File: src/rtl/load_store_unit.sv
// Load/store unit: accepts one RV32I memory request at a time, drives the
// data-memory controller with word address, lane mask and replicated store
// data, then returns an extended load result or raises a one-cycle exception.
module load_store_unit #(
  parameter int unsigned TIMEOUT_CYCLES = 255
) (
  input  logic        clk,
  input  logic        reset,
  input  logic        req_valid,
  input  logic        req_read,
  input  logic        req_write,
  input  logic [2:0]  funct3,
  input  logic [31:0] req_addr,
  input  logic [31:0] store_data,
  output logic [31:0] address,
  output logic [31:0] datain,
  output logic        wen,
  output logic        ren,
  output logic [3:0]  byte_select_vector,
  input  logic        memReady,
  input  logic [31:0] dataout,
  output logic        stall,
  output logic        resp_valid,
  output logic [31:0] load_data,
  output logic        exc_misaligned,
  output logic        exc_illegal,
  output logic        exc_timeout
);

  typedef enum logic [1:0] {IDLE, BUSY, DONE} state_e;

  // Last BUSY cycle index before giving up on memReady.
  localparam logic [7:0] CNT_LAST = 8'(TIMEOUT_CYCLES - 1);

  state_e      state_q, state_d;
  logic [31:0] addr_q, addr_d;
  logic [2:0]  f3_q, f3_d;
  logic        write_q, write_d;
  logic [31:0] wdata_q, wdata_d;
  logic [7:0]  cnt_q, cnt_d;
  logic [31:0] load_q, load_d;
  logic        mis_q, mis_d;
  logic        ill_q, ill_d;
  logic        to_q, to_d;

  logic dir_ok, f3_ok, misaligned, busy;

  function automatic logic [3:0] lane_mask(input logic [1:0] size, input logic [1:0] off);
    case (size)
      2'b00:   lane_mask = 4'b0001 << off;
      2'b01:   lane_mask = off[1] ? 4'b1100 : 4'b0011;
      default: lane_mask = 4'b1111;
    endcase
  endfunction

  function automatic logic [31:0] replicate(input logic [1:0] size, input logic [31:0] sd);
    case (size)
      2'b00:   replicate = {4{sd[7:0]}};
      2'b01:   replicate = {2{sd[15:0]}};
      default: replicate = sd;
    endcase
  endfunction

  function automatic logic [31:0] extract(input logic [2:0] f3, input logic [1:0] off,
                                          input logic [31:0] word);
    logic [31:0] sh;
    sh = word >> {off, 3'b000};
    case (f3)
      3'b000:  extract = {{24{sh[7]}}, sh[7:0]};
      3'b001:  extract = {{16{sh[15]}}, sh[15:0]};
      3'b100:  extract = {24'd0, sh[7:0]};
      3'b101:  extract = {16'd0, sh[15:0]};
      default: extract = sh;
    endcase
  endfunction

  // Request classification: direction, width code legality and alignment.
  always_comb begin
    dir_ok     = req_read ^ req_write;
    f3_ok      = req_write ? (funct3 inside {3'b000, 3'b001, 3'b010})
                           : (funct3 inside {3'b000, 3'b001, 3'b010, 3'b100, 3'b101});
    misaligned = ((funct3[1:0] == 2'b01) && req_addr[0]) ||
                 ((funct3[1:0] == 2'b10) && (req_addr[1:0] != 2'b00));
  end

  // Next-state, latched request fields, stall and exception pulses.
  always_comb begin
    state_d = state_q;
    addr_d  = addr_q;
    f3_d    = f3_q;
    write_d = write_q;
    wdata_d = wdata_q;
    cnt_d   = cnt_q;
    load_d  = load_q;
    mis_d   = 1'b0;
    ill_d   = 1'b0;
    to_d    = 1'b0;
    stall   = 1'b0;
    case (state_q)
      IDLE: begin
        if (req_valid) begin
          if (!(dir_ok && f3_ok)) begin
            ill_d = 1'b1;
          end else if (misaligned) begin
            mis_d = 1'b1;
          end else begin
            stall   = 1'b1;
            addr_d  = req_addr;
            f3_d    = funct3;
            write_d = req_write;
            wdata_d = replicate(funct3[1:0], store_data);
            cnt_d   = 8'd0;
            state_d = BUSY;
          end
        end
      end
      BUSY: begin
        stall = 1'b1;
        if (memReady) begin
          load_d  = write_q ? 32'd0 : extract(f3_q, addr_q[1:0], dataout);
          state_d = DONE;
        end else if (cnt_q == CNT_LAST) begin
          to_d    = 1'b1;
          state_d = IDLE;
        end else begin
          cnt_d = cnt_q + 8'd1;
        end
      end
      DONE:    state_d = IDLE;
      default: state_d = IDLE;
    endcase
  end

  // State and request registers; reset clears everything including data.
  always_ff @(posedge clk) begin
    if (reset) begin
      state_q <= IDLE;
      addr_q  <= '0;
      f3_q    <= '0;
      write_q <= 1'b0;
      wdata_q <= '0;
      cnt_q   <= '0;
      load_q  <= '0;
      mis_q   <= 1'b0;
      ill_q   <= 1'b0;
      to_q    <= 1'b0;
    end else begin
      state_q <= state_d;
      addr_q  <= addr_d;
      f3_q    <= f3_d;
      write_q <= write_d;
      wdata_q <= wdata_d;
      cnt_q   <= cnt_d;
      load_q  <= load_d;
      mis_q   <= mis_d;
      ill_q   <= ill_d;
      to_q    <= to_d;
    end
  end

  // Controller-facing outputs are driven only from latched state.
  always_comb begin
    busy               = (state_q == BUSY);
    address            = {addr_q[31:2], 2'b00};
    datain             = wdata_q;
    ren                = busy && !write_q;
    wen                = busy && write_q;
    byte_select_vector = busy ? lane_mask(f3_q[1:0], addr_q[1:0]) : 4'b0000;
    resp_valid         = (state_q == DONE);
    load_data          = load_q;
    exc_misaligned     = mis_q;
    exc_illegal        = ill_q;
    exc_timeout        = to_q;
  end

endmodule

File: config.mk
export PLATFORM = sky130hd
export DESIGN_NAME = load_store_unit
export DESIGN_NICKNAME = d
export VERILOG_FILES = /design/src/rtl/load_store_unit.sv
export SDC_FILE = /design/constraint.sdc
export NUM_CORES = 1
export LEC_CHECK = 0
export ABC_AREA = 1
export BUFFER_PORTS_ARGS = -buffer_cell sky130_fd_sc_hd__buf_2
export CAP_MARGIN = 20
export CORE_ASPECT_RATIO = 0.6
export CORE_MARGIN = 5
export CORE_UTILIZATION = 49
export CTS_CLUSTER_DIAMETER = 120
export DETAILED_ROUTE_END_ITERATION = 8
export GPL_TIMING_DRIVEN = 0
export PLACE_DENSITY = 0.81
export REMOVE_ABC_BUFFERS = 1
export SLEW_MARGIN = 20
export SYNTH_ARGS = -nofsm -noshare
export SYNTH_HDL_FRONTEND = slang
export SYNTH_SLANG_ARGS = --single-unit
export TNS_END_PERCENT = 30
File: constraint.sdc
create_clock -name clk -period 3.05 [get_ports clk]
set_clock_uncertainty 0.2 [all_clocks]
set_input_delay 0.915 -clock clk [delete_from_list [all_inputs] [get_ports clk]]
set_output_delay 0.915 -clock clk [all_outputs]
set_load 0.02 [all_outputs]
==> results.py <==
metrics = {
    "status": {
        "outcome": "finished, violations left",
        "violations": "setup timing",
    },
    "place": {
        "io_buffers": 209,
        "place.gp.congestion": 0.844,
        "place_hpwl_mm": 11.1,
        "placedInstanceArea_mm2": 0.00625,
    },
    "timing": {
        "fmax_ghz": 0.328,
        "slew_violations": 0,
        "hold_viol_final": 0,
        "setup_viol": 1,
        "period_share_pct": 100,
        "slew_headroom_pct": 39.5,
        "worstMarginPinSlew_ns": 0.905,
        "setup_ws_ns": -0.000413,
        "min_period_ns": 3.05,
        "grt_setup_unrepaired": "true",
    },
    "die": {
        "ios": 212,
        "die_y_um": 91.6,
        "start_util_pct": 50.8,
        "core_area_mm2": 0.0107,
        "die_area_mm2": 0.0134,
        "num_rows": 29,
        "die_w_um": 146,
    },
    "hold_path": {
        "hold_class": "register to register",
        "min_to": "load_data[20]$_SDFFE_PP0P_",
        "hold_path_depth": 2,
        "min-delay-start": "load_data[20]$_SDFFE_PP0P_",
    },
    "global_routing": {
        "grt_first_pass_wirelength_mm": 27.2,
        "grt_pass1_vias": 5384,
        "overflow": 0,
        "track_usage_pct": 24.6,
        "grt_max_degree": 50,
        "antenna_found_initial": 0,
    },
    "power_and_ir_drop": {
        "p_leak_nw": 3.47,
        "p_seq_share_pct": 36.0,
        "switching_share_pct": 25.1,
        "pwr-share-comb_pct": 11.7,
        "peakVddDrop_mv": 0.524,
        "p_total_mw": 4.36,
        "intPower_mw": 3.27,
        "power.switching_mw": 1.09,
        "powerDensity_mw_per_mm2": 619,
        "clockPowerShare_pct": 52.3,
    },
    "routing": {
        "wl_per_cell_um": 15.3,
        "wirelength_mm": 16.6,
        "ant_nets": 0,
        "viasPerCell": 5.25,
        "route.detailed.drc": 0,
        "vias": 5691,
        "first_pass_iters": 6,
        "initialDrtViolationCount": 421,
    },
    "clock_tree": {
        "cts_hold_buf": 0,
        "numCtsBuffers": 17,
        "clock_sinks": 113,
        "cts_tree": "built",
        "h-tree-depth": 4,
        "root_buffer": "clkbuf_16",
        "insertion_delay_ns": 0.40,
        "cts.clk_slew.worst_paths_ns": 0.06,
        "clk_path_buf_depth": 2,
    },
    "yosys": {
        "synth_ff_type": "dfxtp_1",
        "synthesis.area_mm2": 0.00543,
        "yosysSeqAreaShare_pct": 41.6,
        "ys_warn_count": 0,
        "yosys-top-cells-count": "nand2_1, dfxtp_1, nor2_1",
        "synth_cell_types": 34,
        "syn_inst": 775,
        "avgSynthCellArea_um2": 7.01,
        "synth_edf_count": 0,
        "yosys.area.top_type": "dfxtp_1",
        "synth_most_common_cell": "nand2_1",
        "synth-async-reset-ratio_pct": 0,
        "synth_seq_cells": 113,
        "synth_top_cell_area_share_pct": 41.6,
        "ys_top_cells_by_area": "dfxtp_1, nand2_1, a21oi_1",
    },
    "worst_setup_path": {
        "cp_max_fo": 13,
        "end_kind": "output pin",
        "reg2reg_slack_ns": 0.48,
        "start_kind": "primary input",
        "rr_endpoint": "load_data[15]$_SDFFE_PP0P_",
        "required_ns": 1.93,
        "arrival_ns": 1.94,
        "reg2reg_depth": 7,
        "r2r_start": "state_q[1]$_SDFFE_PP0P_",
        "crit_type": "primary input to output pin",
    },
    "cells_and_area": {
        "n_fill_cell": 945,
        "layout-drive-gt1-share_pct": 29.6,
        "diodes": 0,
        "nets": 1039,
        "area_growth_pct": 29.7,
        "final_cell_area_mm2": 0.00705,
        "utilization_pct": 65.8,
    },
    "job": {
        "maxCapViolations": 0,
    },
}
[how the worst max path moves through the flow]
stage	end	slack, ns	cells after the start	from
floorplan	addr_q[0]$_SDFFE_PP0P_	-0.26	7	funct3[2]
global placement	datain[21]$_SDFFE_PP0P_	-1.79	7	funct3[1]
detailed placement	stall	-1.00	9	funct3[1]
CTS	stall	0.01	9	req_addr[1]
global route	stall	-0.06	9	funct3[2]
finish	stall	-0.0004	7	funct3[2]
[power groups by stage]
stage	Clock, mW	Sequential [mW]	Combinational [mW]
after global routing	2.37	1.58	0.567
after detailed placement	0	1.60	0.484
after global placement	0	1.60	0.470
final	2.28	1.57	0.512
after CTS	2.30	1.57	0.508
after floorplan	0	1.65	0.210
[sequential cells by signal (all words and copies together) (netlist names)]
signal          count
addr_q             32
datain             32
load_data          32
cnt_q               8
f3_q                3
state_q             2
exc_illegal         1
exc_misaligned      1
exc_timeout         1
write_q             1
[critical path, cell delays in order]
cell     delay [ns]
buf_2          0.14
o21ai_2        0.23
nand2_2        0.12
nor2_4         0.16
nand2_8        0.13
nand2_1        0.10
buf_4          0.15
[placed cells by master, fill, tap and decap left out, types with 3 or more instances in the layout]
cell       count
xor2_1         3
buf_4          4
clkinv_4       3
a21oi_1       99
nand2_1      187
buf_12         3
inv_1         13
o21ai_1        5
nor2_4         4
clkbuf_16     17
bufinv_16      6
a21boi_0       7
inv_2          3
nand2_2        8
nand3_1       39
dfxtp_1      111
a31oi_1        7
o21ai_0       75
nor2_1       100
buf_2        207
mux2i_1        8
nand3_4        3
[metrics by stage]
stage	instances	setup WS, ns	hold slack, ns	TNS (ns)
after CTS	1084	0.00972	0.264	0
after global placement	1042	-1.79	0.252	-118.67
after detailed placement	1045	-1.00	0.255	-7.67
final	1084	-0.000413	0.261	-0.000413
after floorplan	694	-0.260	0.282	-16.23
after global routing	1084	-0.0559	0.279	-0.0559
[routing by layer]
metal  vias to the layer above  track usage, %  part of all wire, %
li1                       2847               -                    -
met1                      2574            34.5                   47
met2                       253            37.0                   43
met3                        17            7.76                  9.2
met4                         0            6.00                 0.83
met5                         -               0                    0
[kinds of logic (layout without fill, tap and decap cells)]
| logic type | after synthesis | in the layout | synth area share [%] |
|---|---|---|---|
| xor+xnor | 4 | 4 | 0.645 |
| mux | 8 | 8 | 1.47 |
| fa+ha+maj | 2 | 2 | 0.460 |
| compound gates | 197 | 197 | 18.9 |
| simple gates | 347 | 349 | 26.4 |
| other cells | 1 | 2 | 0.0690 |
| buf+inv | 103 | 270 | 10.5 |
| flops | 113 | 113 | 41.6 |
[cell type report]
cell class	instances	area, um^2	share of cell area [%]
well taps	139	174	2.47
clock buffers	19	443	6.29
inverters	21	92.6	1.31
clock inverters	13	233	3.30
repair inverters	2	10.0	0.142
multi-input cells	562	2670	37.9
repair buffers	215	1150	16.4
flip-flops and latches	113	2270	32.2
[what timing repair did]
action | 4_1_cts | 5_1_grt
resized for setup | 18 | 3
buffers inserted | 3 | 0
setup endpoints to repair | 4 | 3
gates cloned | 4 | 0
pin swaps | 3 | 1
Power figures use the tool's default switching activity.
